**config.mk**
```make
export PLATFORM = sky130hd
export DESIGN_NAME = calc_host
export DESIGN_NICKNAME = d
export VERILOG_FILES = /design/src/rtl/calc_host.sv
export SDC_FILE = /design/constraint.sdc
export NUM_CORES = 1
export LEC_CHECK = 0
export ABC_CLOCK_PERIOD_IN_PS = 3090
export CORE_ASPECT_RATIO = 0.75
export CORE_MARGIN = 2
export CORE_UTILIZATION = 25
export CTS_CLUSTER_SIZE = 16
export DETAILED_ROUTE_END_ITERATION = 8
export SETUP_SLACK_MARGIN = 0.1
export SKIP_LAST_GASP = 1
export SYNTH_ARGS = -nofsm -noshare
export SYNTH_HDL_FRONTEND = slang
export SYNTH_SLANG_ARGS = --single-unit
```
**constraint.sdc**
```tcl
create_clock -name clk -period 3.09 [get_ports clk]
set_input_delay 0.4635 -clock clk [delete_from_list [all_inputs] [get_ports clk]]
set_output_delay 0.4635 -clock clk [all_outputs]
set_load 0.005 [all_outputs]
```
**src/rtl/calc_host.sv**
```systemverilog
// calc_host: UART initiator that sends op/a/b as three frames, then waits for a one-byte result.
// Optional macro CALC_HOST_PARITY_EN turns frames into 8E1 and adds the resp_perr port.
module calc_host #(
  parameter int CLKS_PER_BIT = 434,
  parameter int TIMEOUT_CLKS = 2000000,
  parameter int CNT_W        = 21
) (
  input  logic       clk,
  input  logic       rst,
  input  logic       req_valid,
  output logic       req_ready,
  input  logic [7:0] req_op,
  input  logic [7:0] req_a,
  input  logic [7:0] req_b,
  output logic       tx,
  input  logic       rx,
  output logic       resp_valid,
  output logic [7:0] resp_data,
  output logic       resp_timeout,
  output logic       resp_ferr,
`ifdef CALC_HOST_PARITY_EN
  output logic       resp_perr,
`endif
  output logic       busy
);

  localparam int CLK_W = (CLKS_PER_BIT > 1) ? $clog2(CLKS_PER_BIT) : 1;
`ifdef CALC_HOST_PARITY_EN
  localparam logic [3:0] PAR_BIT  = 4'd9;
  localparam logic [3:0] STOP_BIT = 4'd10;
`else
  localparam logic [3:0] STOP_BIT = 4'd9;
`endif
  localparam logic [CLK_W-1:0] BIT_LAST = CLK_W'(CLKS_PER_BIT - 1);
  localparam logic [CLK_W-1:0] BIT_MID  = CLK_W'(CLKS_PER_BIT / 2 - 1);
  localparam logic [CNT_W-1:0] TO_LAST  = CNT_W'(TIMEOUT_CLKS - 1);

  typedef enum logic [2:0] {
    IDLE    = 3'd0,
    TX_BYTE = 3'd1,
    WAIT_RX = 3'd2,
    RX_BYTE = 3'd3,
    RESP    = 3'd4
  } state_t;

`ifdef CALC_HOST_PARITY_EN
  function automatic logic even_parity(input logic [7:0] d);
    return ^d;
  endfunction
`endif

  // Line level of bit slot b (0 = start, 1..8 = data LSB first, then parity/stop).
  function automatic logic frame_bit(input logic [7:0] d, input logic [3:0] b);
    logic v;
    if (b == 4'd0) v = 1'b0;
    else if (b <= 4'd8) v = d[3'(b - 4'd1)];
`ifdef CALC_HOST_PARITY_EN
    else if (b == PAR_BIT) v = even_parity(d);
`endif
    else v = 1'b1;
    return v;
  endfunction

  function automatic logic [7:0] byte_sel(input logic [1:0] idx, input logic [7:0] op,
                                          input logic [7:0] a, input logic [7:0] b);
    logic [7:0] v;
    case (idx)
      2'd0:    v = op;
      2'd1:    v = a;
      default: v = b;
    endcase
    return v;
  endfunction

  state_t           state_r, state_n;
  logic [CLK_W-1:0] clk_cnt_r, clk_cnt_n;
  logic [3:0]       bit_r, bit_n;
  logic [1:0]       idx_r, idx_n;
  logic [7:0]       op_r, op_n, a_r, a_n, b_r, b_n;
  logic [CNT_W-1:0] to_cnt_r, to_cnt_n;
  logic [7:0]       rx_shift_r, rx_shift_n;
  logic [7:0]       resp_data_r, resp_data_n;
  logic             resp_timeout_r, resp_timeout_n;
  logic             resp_ferr_r, resp_ferr_n;
  logic             resp_valid_r, req_ready_r, busy_r, tx_r, tx_n;
  logic             rx_meta_r, rx_sync_r, rx_prev_r;
  logic             bit_end_s, mid_s, rx_fall_s;
`ifdef CALC_HOST_PARITY_EN
  logic             perr_r, perr_n, resp_perr_r, resp_perr_n;
`endif

  // Next-state, datapath and response field computation.
  always_comb begin
    state_n        = state_r;
    clk_cnt_n      = clk_cnt_r;
    bit_n          = bit_r;
    idx_n          = idx_r;
    op_n           = op_r;
    a_n            = a_r;
    b_n            = b_r;
    to_cnt_n       = to_cnt_r;
    rx_shift_n     = rx_shift_r;
    resp_data_n    = resp_data_r;
    resp_timeout_n = resp_timeout_r;
    resp_ferr_n    = resp_ferr_r;
`ifdef CALC_HOST_PARITY_EN
    perr_n         = perr_r;
    resp_perr_n    = resp_perr_r;
`endif
    bit_end_s = (clk_cnt_r == BIT_LAST);
    mid_s     = (clk_cnt_r == BIT_MID);
    rx_fall_s = rx_prev_r & ~rx_sync_r;

    case (state_r)
      IDLE: begin
        if (req_valid) begin
          state_n   = TX_BYTE;
          op_n      = req_op;
          a_n       = req_a;
          b_n       = req_b;
          clk_cnt_n = '0;
          bit_n     = 4'd0;
          idx_n     = 2'd0;
        end else begin
          state_n = IDLE;
        end
      end
      TX_BYTE: begin
        if (bit_end_s) begin
          clk_cnt_n = '0;
          if (bit_r != STOP_BIT) begin
            bit_n = bit_r + 4'd1;
          end else if (idx_r == 2'd2) begin
            state_n  = WAIT_RX;
            to_cnt_n = '0;
          end else begin
            idx_n = idx_r + 2'd1;
            bit_n = 4'd0;
          end
        end else begin
          clk_cnt_n = clk_cnt_r + CLK_W'(1);
        end
      end
      WAIT_RX: begin
        // A start edge takes priority over an expiring timeout in the same cycle.
        if (rx_fall_s) begin
          state_n   = RX_BYTE;
          clk_cnt_n = '0;
          bit_n     = 4'd0;
`ifdef CALC_HOST_PARITY_EN
          perr_n    = 1'b0;
`endif
        end else if (to_cnt_r == TO_LAST) begin
          state_n        = RESP;
          resp_data_n    = 8'h00;
          resp_timeout_n = 1'b1;
          resp_ferr_n    = 1'b0;
`ifdef CALC_HOST_PARITY_EN
          resp_perr_n    = 1'b0;
`endif
        end else begin
          to_cnt_n = to_cnt_r + CNT_W'(1);
        end
      end
      RX_BYTE: begin
        if (bit_end_s) begin
          clk_cnt_n = '0;
          bit_n     = bit_r + 4'd1;
        end else begin
          clk_cnt_n = clk_cnt_r + CLK_W'(1);
        end
        if (mid_s) begin
          if (bit_r == 4'd0) begin
            state_n = rx_sync_r ? WAIT_RX : RX_BYTE;
          end else if (bit_r == STOP_BIT) begin
            state_n        = RESP;
            resp_data_n    = rx_shift_r;
            resp_timeout_n = 1'b0;
            resp_ferr_n    = ~rx_sync_r;
`ifdef CALC_HOST_PARITY_EN
            resp_perr_n    = perr_r;
          end else if (bit_r == PAR_BIT) begin
            perr_n = rx_sync_r ^ even_parity(rx_shift_r);
`endif
          end else begin
            rx_shift_n = {rx_sync_r, rx_shift_r[7:1]};
          end
        end else begin
          rx_shift_n = rx_shift_r;
        end
      end
      RESP: begin
        state_n = IDLE;
      end
      default: begin
        state_n = IDLE;
      end
    endcase

    tx_n = (state_n == TX_BYTE) ? frame_bit(byte_sel(idx_n, op_n, a_n, b_n), bit_n) : 1'b1;
  end

  // State, datapath, synchroniser and registered outputs.
  always_ff @(posedge clk or negedge rst) begin
    if (!rst) begin
      state_r        <= IDLE;
      clk_cnt_r      <= '0;
      bit_r          <= 4'd0;
      idx_r          <= 2'd0;
      op_r           <= 8'h00;
      a_r            <= 8'h00;
      b_r            <= 8'h00;
      to_cnt_r       <= '0;
      rx_shift_r     <= 8'h00;
      resp_data_r    <= 8'h00;
      resp_timeout_r <= 1'b0;
      resp_ferr_r    <= 1'b0;
      resp_valid_r   <= 1'b0;
      req_ready_r    <= 1'b1;
      busy_r         <= 1'b0;
      tx_r           <= 1'b1;
      rx_meta_r      <= 1'b1;
      rx_sync_r      <= 1'b1;
      rx_prev_r      <= 1'b1;
`ifdef CALC_HOST_PARITY_EN
      perr_r         <= 1'b0;
      resp_perr_r    <= 1'b0;
`endif
    end else begin
      state_r        <= state_n;
      clk_cnt_r      <= clk_cnt_n;
      bit_r          <= bit_n;
      idx_r          <= idx_n;
      op_r           <= op_n;
      a_r            <= a_n;
      b_r            <= b_n;
      to_cnt_r       <= to_cnt_n;
      rx_shift_r     <= rx_shift_n;
      resp_data_r    <= resp_data_n;
      resp_timeout_r <= resp_timeout_n;
      resp_ferr_r    <= resp_ferr_n;
      resp_valid_r   <= (state_n == RESP);
      req_ready_r    <= (state_n == IDLE);
      busy_r         <= (state_n != IDLE);
      tx_r           <= tx_n;
      rx_meta_r      <= rx;
      rx_sync_r      <= rx_meta_r;
      rx_prev_r      <= rx_sync_r;
`ifdef CALC_HOST_PARITY_EN
      perr_r         <= perr_n;
      resp_perr_r    <= resp_perr_n;
`endif
    end
  end

  assign req_ready    = req_ready_r;
  assign tx           = tx_r;
  assign resp_valid   = resp_valid_r;
  assign resp_data    = resp_data_r;
  assign resp_timeout = resp_timeout_r;
  assign resp_ferr    = resp_ferr_r;
  assign busy         = busy_r;
`ifdef CALC_HOST_PARITY_EN
  assign resp_perr    = resp_perr_r;
`endif

endmodule

```
==> results of run 1 <==
path summary, 6_finish.rpt:
| check | startpoint | endpoint |
|---|---|---|
| max in group asynchronous | rst | req_ready |
| hold reg to reg | rx_meta_r | rx_sync_r |
| setup / recovery | clk_cnt_r[2] | tx |
| hold / removal | rst | to_cnt_r[10] |
| min in group clk | rx_meta_r | rx_sync_r |
| setup reg to reg | clk_cnt_r[2] | tx |
synth_stat cells, drive strengths merged, types with 3 or more instances:
cell	number
a21oi	13
a2bb2oi	5
and2	6
and3	7
buf	5
clkbuf	6
dfrtp	83
dfstp	5
ha	10
inv	15
mux2	31
mux2i	3
nand2	43
nand2b	3
nand3	21
nand4	6
nor2	36
nor2b	10
nor3	4
nor4	3
o21a	4
o21ai	31
o31ai	3
or3	5
or4	4
xnor2	5
xor2	11
sequential cells by signal, summed over array words and instances, names as in the netlist:
register / count
rx_sync_r: 1
b_r: 8
idx_r: 2
bit_r: 4
clk_cnt_r: 9
resp_ferr: 1
resp_valid: 1
state_r: 3
rx_prev_r: 1
rx_meta_r: 1
busy: 1
resp_data: 8
resp_timeout: 1
a_r: 8
rx_shift_r: 8
tx: 1
req_ready: 1
op_r: 8
to_cnt_r: 21
power by group:
group          internal, W  total (W)  switching [W]
Sequential         0.00117    0.00118     0.00000664
Combinational    0.0000738   0.000139      0.0000651
Clock             0.000660    0.00114       0.000480
Total              0.00191    0.00246       0.000552
critical path, cell delays in order, from the launching register on:
cell     delay [ns]
dfrtp_1        0.38
or4b_4         0.54
or4_4          0.60
a21o_4         0.27
mux2i_1        0.13
o21a_1         0.17
mux4_2         0.49
a22oi_1        0.20
o32a_1         0.16
cell usage in the layout, fill, tap and decap left out, types with 3 or more instances in the layout:
cell	instances
a2bb2oi_1	3
mux2i_1	3
nand3_1	21
clkdlybuf4s50_1	40
nor2_1	36
xor2_1	11
o21ai_1	5
xnor2_1	5
o21a_1	4
inv_1	14
nor2b_1	5
o21ai_0	26
nor3_1	4
dfstp_2	5
and3_1	7
nand2b_1	3
nor2b_2	4
nand4_1	6
ha_1	10
and2_1	5
clkbuf_16	9
or3_1	5
dfrtp_1	83
buf_4	21
o31ai_1	3
nand2_1	43
a21oi_1	13
mux2_2	31
final cells by class:
cell class	count	area, um2	area share (%)
clock inverter	6	75.1	1.34
clock buffer	10	239	4.27
timing repair buffer	63	593	10.6
inverter	15	58.8	1.05
tap	242	303	5.41
sequential	88	2210	39.5
multi-input combinational	303	2120	37.9
routing by layer:
layer,global-route usage [%],up-vias
li1,-,1611
met1,15.4,1596
met2,16.1,78
met3,3.13,17
met4,3.52,0
met5,0,-
per-stage QoR:
| step | hold WS [ns] | cells | worst slack [ns] | utilization, % | total power (W) |
|---|---|---|---|---|---|
| 6_report | 0.0661 | 727 | 0.0870 | 32.1 | 0.00246 |
| 5_1_grt | 0.105 | 727 | 0.0141 | 32.1 | 0.00255 |
| 4_1_cts | 0.0886 | 725 | 0.106 | 31.8 | 0.00249 |
| 3_5_place_dp | 0.348 | 707 | -0.0295 | 29.8 | 0.00134 |
| 3_3_place_gp | 0.349 | 707 | 0.0783 | 29.8 | 0.00133 |
| 2_1_floorplan | 0.168 | 415 | 0.185 | - | 0.00126 |
cells by family after synthesis:
kind of cell	after synthesis
buffers and inverters	26
muxes	36
adders and majority gates	10
xor gates and xnor gates	16
DFF	88
and+or+nand+nor	167
AOI/OAI and AO/OA	72
repair_timing:
action | 4_1_cts | 5_1_grt
gates cloned | 1 | 1
endpoints found under the setup margin | 1 | 9
hold buffers | 0 | 0
resized for setup | 2 | 10
pin swaps | 2 | 2
buffers inserted | 1 | 1
==> impl_metrics.tcl, run 1 <==
set metrics [dict create \
    status "finished, final reports clean" \
    wl_per_cell_um 13.7 \
    ys.flop_type "dfrtp_1" \
    synth-seq-area-share_pct 50.1 \
    insertion_delay_ns 0.34 \
    die_w_um 157 \
    avgSynthCellArea_um2 10.6 \
    grt_pass1_vias 3287 \
    portBuffers 41 \
    rr_worst_depth 8 \
    worst_ir_drop_vdd_mv 0.248 \
    dieArea_um2 18700 \
    dpl_cell_area_um2 5200 \
    clkTransAtPathRegs_ns 0.07 \
    hold_class "in -> async" \
    antenna_found_initial 0 \
    tritoncts "yes" \
    wl_met3_um 477 \
    met2_length_um 4350 \
    synthAdderAreaFrac_pct 2.84 \
    p_leak_nw 2.42 \
    fin_skew_ns 0.00910 \
    area_growth_pct 27.0 \
    yosysTopAreaCell "dfrtp_1" \
    setup_viol 0 \
    cp_data_arrival_time_ns 3.28 \
    synth_top_family_by_area "simple AND/OR/NAND/NOR gates" \
    r2r_slack_ns 0.09 \
    synth_compound_area_share_pct 10.5 \
    worstPathRequired_ns 3.37 \
    drt_iter0_markers 168 \
    start_util_pct 25.3 \
    worstSetupEndpointType "flip-flop" \
    grt_usage_pct 10.9 \
    yosysWarnings 0 \
    asyncSetResetFlopFracSynth_pct 100 \
    critPathKind "reg -> reg" \
    antenna_cells 0 \
    ys_top_cells_by_area "dfrtp_1, mux2_2, nand2_1" \
    max-slew-margin-rel_pct 63.3 \
    vias_per_cell 4.54 \
    synth-xor-area-share_pct 3.18 \
    synth_top_area_share_pct 47.1 \
    gp_congestion 0.844 \
    routed_wl_um 9950 \
    cts.htree.levels 3 \
    fin_tns_setup_ns 0 \
    drc 0 \
    tightestPinTransition_ns 0.550 \
    grt_pass1_wl_um 16200 \
    synth_area_um2 4410 \
    drive_gt1_share_pct 21.2 \
    finalCritPeriodShare_pct 97.2 \
    max_freq_mhz 333 \
    dr.pass1.iters 4 \
    critPathLaunchType "flip-flop" \
    top_layer "met4" \
    synth_enable_flop_cells 0 \
    cts_sinks 88 \
    io_pins 42 \
    fin_crit_ns 3.00 \
    cap_violations 0 \
    final_cell_area_um2 5600 \
    dp.final_hpwl_um 7100 \
    syn-num-nets 453 \
    wl_met1_um 4980 \
    grt_overflow 0 \
    synth_mux_area_share_pct 9.62 \
    clockRootBuffer "clkbuf_16" \
    ant_nets 0 \
    rsz0062_at_grt "true" \
    worstPathMaxFanout 6 \
    cts.path.max_buffers 2 \
    synthCells 415 \
    vias 3302 \
    synthSimpleGateAreaFrac_pct 20.7 \
    numCtsBuffers 9 \
    fin_nets 518 \
    synth-seq-cells 88 \
    rows 42 \
    die_h_um 119 \
    drv_slew 0 \
    power_density_nw_per_um2 440 \
    nFillCells 1784 \
    grt_max_degree 37 \
    coreArea_um2 17400 \
    hold_viol_final 0 \
    yosysUniqueCellTypes 65 \
]
No activity file was read; power rests on OpenSTA's default activity.
==> run 2, diff against run 1 <==
- CELL_PAD_IN_SITES_DETAIL_PLACEMENT: default -> 1
- CELL_PAD_IN_SITES_GLOBAL_PLACEMENT: default -> 1
- PLACE_DENSITY_LB_ADDON: default -> 0.1
- SKIP_CTS_REPAIR_TIMING: default -> 1
==> impl_metrics.tcl, run 2 (synthesis results as in run 1) <==
set metrics [dict create \
    multiInputGateArea_um2 2160 \
    met2_length_um 4870 \
    largestRegisters "to_cnt_r (21), clk_cnt_r (9)" \
    setup_viol 0 \
    fin_tns_setup_ns 0 \
    max_freq_mhz 334 \
    die_h_um 119 \
    portBuffers 41 \
    worstPathMaxFanout 8 \
    largest_register_ffs 21 \
    cts_sinks 88 \
    clkTransAtPathRegs_ns 0.07 \
    gp_congestion 0.769 \
    dieArea_um2 18700 \
    cts.htree.levels 3 \
    die_w_um 157 \
    numCtsBuffers 9 \
    drt_iter0_markers 112 \
    wl_met1_um 6080 \
    dr.pass1.iters 4 \
    max-slew-margin-rel_pct 57.4 \
    layout_commonest_cell "dfrtp_1" \
    vias_per_cell 4.52 \
    finalCritPeriodShare_pct 96.8 \
    pre_cts_slack_ns -0.0928 \
    critPathKind "reg -> reg" \
    drv_slew 0 \
    worst_ir_drop_vdd_mv 0.245 \
    cts.path.max_buffers 2 \
    antenna_cells 0 \
    grt_usage_pct 13.0 \
    clockRootBuffer "clkbuf_16" \
    grt_max_degree 47 \
    top_layer "met4" \
    start_util_pct 25.3 \
    io_pins 42 \
    status "finished, final reports clean" \
    antenna_found_initial 0 \
    grt_pass1_vias 3520 \
    critPathLaunchType "flip-flop" \
    worstPathRequired_ns 3.37 \
    fin_crit_ns 2.99 \
    cap_violations 0 \
    nFillCells 1969 \
    regMostFlops "to_cnt_r" \
    place_inst 716 \
    drc 0 \
    fin_nets 527 \
    regArea_um2 2210 \
    insertion_delay_ns 0.35 \
    hold_class "in -> async" \
    worstSetupEndpointType "flip-flop" \
    dp.final_hpwl_um 8240 \
    routed_wl_um 11400 \
    wl_per_cell_um 15.5 \
    cp_data_arrival_time_ns 3.27 \
    ant_nets 0 \
    rows 42 \
    p_leak_nw 2.49 \
    fin_skew_ns 0.00645 \
    coreArea_um2 17400 \
    area_growth_pct 31.1 \
    grt_pass1_wl_um 18900 \
    grt_overflow 0 \
    power_density_nw_per_um2 457 \
    wl_met3_um 306 \
    rsz0062_at_grt "true" \
    layout_common_cells "dfrtp_1, nand2_1, clkdlybuf4s50_1" \
    tritoncts "yes" \
    hold_viol_final 0 \
    fin_ws_ns 0.0995 \
    final_cell_count_no_fill 736 \
    drive_gt1_share_pct 24.5 \
    vias 3330 \
    tightestPinTransition_ns 0.639 \
]
==> run 2: cell type report <==
| class | count | area share (%) |
|---|---|---|
| sequential | 88 | 38.2 |
| multi-input combinational | 301 | 37.3 |
| timing repair buffer | 74 | 12.1 |
| tap | 242 | 5.24 |
| clock buffer | 11 | 4.37 |
| clock inverter | 5 | 1.78 |
| inverter | 15 | 1.02 |
==> run 2: metal layers <==
metal	track usage, %	up-vias
li1	-	1624
met2	18.7	32
met1	19.0	1666
met5	0	-
met4	3.92	0
met3	3.31	8
==> run 2: critical path, stage by stage, from the launching register on <==
cell     delay, ns
dfrtp_1       0.39
or4b_4        0.55
or4_4         0.46
buf_4         0.16
a22oi_4       0.14
buf_12        0.15
inv_4         0.05
o21a_1        0.17
mux4_2        0.49
a22oi_2       0.19
o32a_1        0.18
==> run 2: through the flow <==
stage / hold slack, ns / util (%) / power, W / instance area [um2]
floorplan: 0.168 / - / 0.00126 / 4410
global placement: 0.348 / 30.3 / 0.00134 / 5280
detailed placement: 0.347 / 30.3 / 0.00134 / 5280
CTS: 0.162 / 32.3 / 0.00268 / 5640
global route: 0.203 / 33.1 / 0.00275 / 5780
finish: 0.145 / 33.1 / 0.00264 / 5780
==> run 2: final timing paths <==
path | start | to | slack (ns) | depth (start not counted)
min in group clk | rx_meta_r | rx_sync_r | 0.35 | 0
worst max-delay path | clk_cnt_r[2] | tx | 0.1 | 10
worst min-delay path | rst | clk_cnt_r[6] | 0.15 | 1
worst min register to register | rx_meta_r | rx_sync_r | 0.35 | 0
worst max register to register | clk_cnt_r[2] | tx | 0.1 | 10
max in group asynchronous | rst | rx_meta_r | 2.23 | 2
==> run 2: power by group <==
part           internal, W  total, W  switching, W
combinational    0.0000801  0.000146     0.0000655
sequential         0.00117   0.00118    0.00000625
clock             0.000834   0.00131      0.000479
total              0.00209   0.00264      0.000551
==> run 3, diff against run 2 <==
- CORE_ASPECT_RATIO: 0.75 -> 0.7
- SLEW_MARGIN: default -> 20
==> impl_metrics.tcl, run 3 (synthesis results as in run 1) <==
set metrics [dict create \
    critPathLaunchType "flip-flop" \
    fin_skew_ns 0.00620 \
    rsz0062_at_grt "true" \
    layout_commonest_cell "dfrtp_1" \
    path_depth 11 \
    cap_violations 0 \
    dieArea_um2 18700 \
    numCtsBuffers 9 \
    path_delay_family "simple AND/OR/NAND/NOR gates" \
    grt_overflow 0 \
    holdWs_ns 0.186 \
    rr_endpoint "tx" \
    tightestPinTransition_ns 0.769 \
    grt_pass1_vias 3442 \
    critPathKind "reg -> reg" \
    multiInputGateArea_um2 2160 \
    fin_ws_ns 0.0831 \
    status "finished, final reports clean" \
    layout_common_cells "dfrtp_1, nand2_1, clkdlybuf4s50_1" \
    finalCritPeriodShare_pct 97.3 \
    start_util_pct 25.6 \
    regMostFlops "to_cnt_r" \
    r2r_slack_ns 0.08 \
    antenna_found_initial 0 \
    cts_sinks 88 \
    die_w_um 163 \
    fin_crit_ns 3.01 \
    ant_nets 0 \
    max_freq_mhz 333 \
    hold_viol_final 0 \
    die_h_um 115 \
    drc 0 \
    rows 40 \
    power_density_nw_per_um2 414 \
    drive_gt1_share_pct 24.9 \
    fin_tns_setup_ns 0 \
    worstSetupEndpointType "flip-flop" \
    vias 3358 \
    drv_slew 0 \
    io_pins 42 \
    power_w 0.00237 \
    pre_cts_slack_ns -0.0985 \
    cp_data_arrival_time_ns 3.30 \
    cp_num_buf_inv 3 \
    worst_ir_drop_vdd_mv 0.224 \
    hold_class "in -> async" \
    cts.htree.levels 3 \
    grt_pass1_wl_um 19500 \
    wl_per_cell_um 16.2 \
    clkTransAtPathRegs_ns 0.07 \
    vias_per_cell 4.61 \
    drt_iter0_markers 121 \
    clockRootBuffer "clkbuf_16" \
    worstPathRequired_ns 3.38 \
    worstPathMaxFanout 7 \
    cpPeakStageDelay_ns 0.53 \
    worstPathCellList "or4b_4, or4_4, buf_6, a22oi_4, buf_12, buf_6, o21ai_2, a2bb2oi_2, mux4_2, a22oi_2, o32a_1" \
    routed_wl_um 11800 \
    portBuffers 41 \
    gp_congestion 0.786 \
    largestRegisters "to_cnt_r (21), clk_cnt_r (9)" \
    area_growth_pct 29.9 \
    max-slew-margin-rel_pct 48.7 \
    cp_common_cell "buf_6" \
    nFillCells 1948 \
    fin_nets 531 \
    regArea_um2 2210 \
    rr_worst_depth 11 \
    cts.path.max_buffers 2 \
    reg2reg_from "clk_cnt_r[6]" \
    dr.pass1.iters 4 \
    crit_path_top_delay_cell "or4b_4" \
    p_leak_nw 2.48 \
    setup_viol 0 \
    dp.final_hpwl_um 8870 \
    insertion_delay_ns 0.35 \
    grt_max_degree 59 \
    grt_usage_pct 13.7 \
    antenna_cells 0 \
    coreArea_um2 17200 \
    tritoncts "yes" \
    largest_register_ffs 21 \
]
## run 3: cell type report
class | instances | share of cell area [%]
clock buffer | 9 | 3.93
clock inverter | 7 | 0.961
inverter | 15 | 1.03
multi-input combinational | 301 | 37.7
sequential | 88 | 38.6
tap | 231 | 5.05
timing repair buffer | 78 | 12.7
## run 3: power by group
part / total, W / switching, W / internal [W]
sequential: 0.00118 / 0.00000703 / 0.00117
combinational: 0.000149 / 0.0000666 / 0.0000823
clock: 0.00104 / 0.000491 / 0.000552
total: 0.00237 / 0.000564 / 0.00181
## run 3: worst register-to-register path, delay by kind of cell (launching register included)
family,cells,cell delay (ns)
AND/OR/NAND/NOR,2,1.05
multiplexers,1,0.48
AO/OA/AOI/OAI,5,0.65
buffers and inverters,3,0.39
flip-flops,1,0.39
## run 3: worst max-delay path by stage
stage                      start  end  slack, ns
floorplan           clk_cnt_r[2]   tx       0.18
global placement       req_valid   tx      -0.02
detailed placement     req_valid   tx       -0.1
CTS                     bit_r[1]   tx      -0.05
global route        clk_cnt_r[6]   tx      -0.05
finish              clk_cnt_r[6]   tx       0.08
## run 3: stage by stage
step	instances	instance area (um2)	util (%)
final	729	5730	33.3
after global routing	729	5730	33.3
after CTS	723	5550	32.3
after detailed placement	707	5270	30.6
after global placement	707	5270	30.6
after floorplan	415	4410	-
## run 3: routing by layer
| layer | part of all wire, % | GRT usage, % | vias to the layer above |
|---|---|---|---|
| li1 | - | - | 1635 |
| met1 | 56 | 21.9 | 1676 |
| met2 | 39 | 17.7 | 36 |
| met3 | 3.0 | 3.32 | 11 |
| met4 | 1.3 | 4.25 | 0 |
| met5 | 0 | 0 | - |
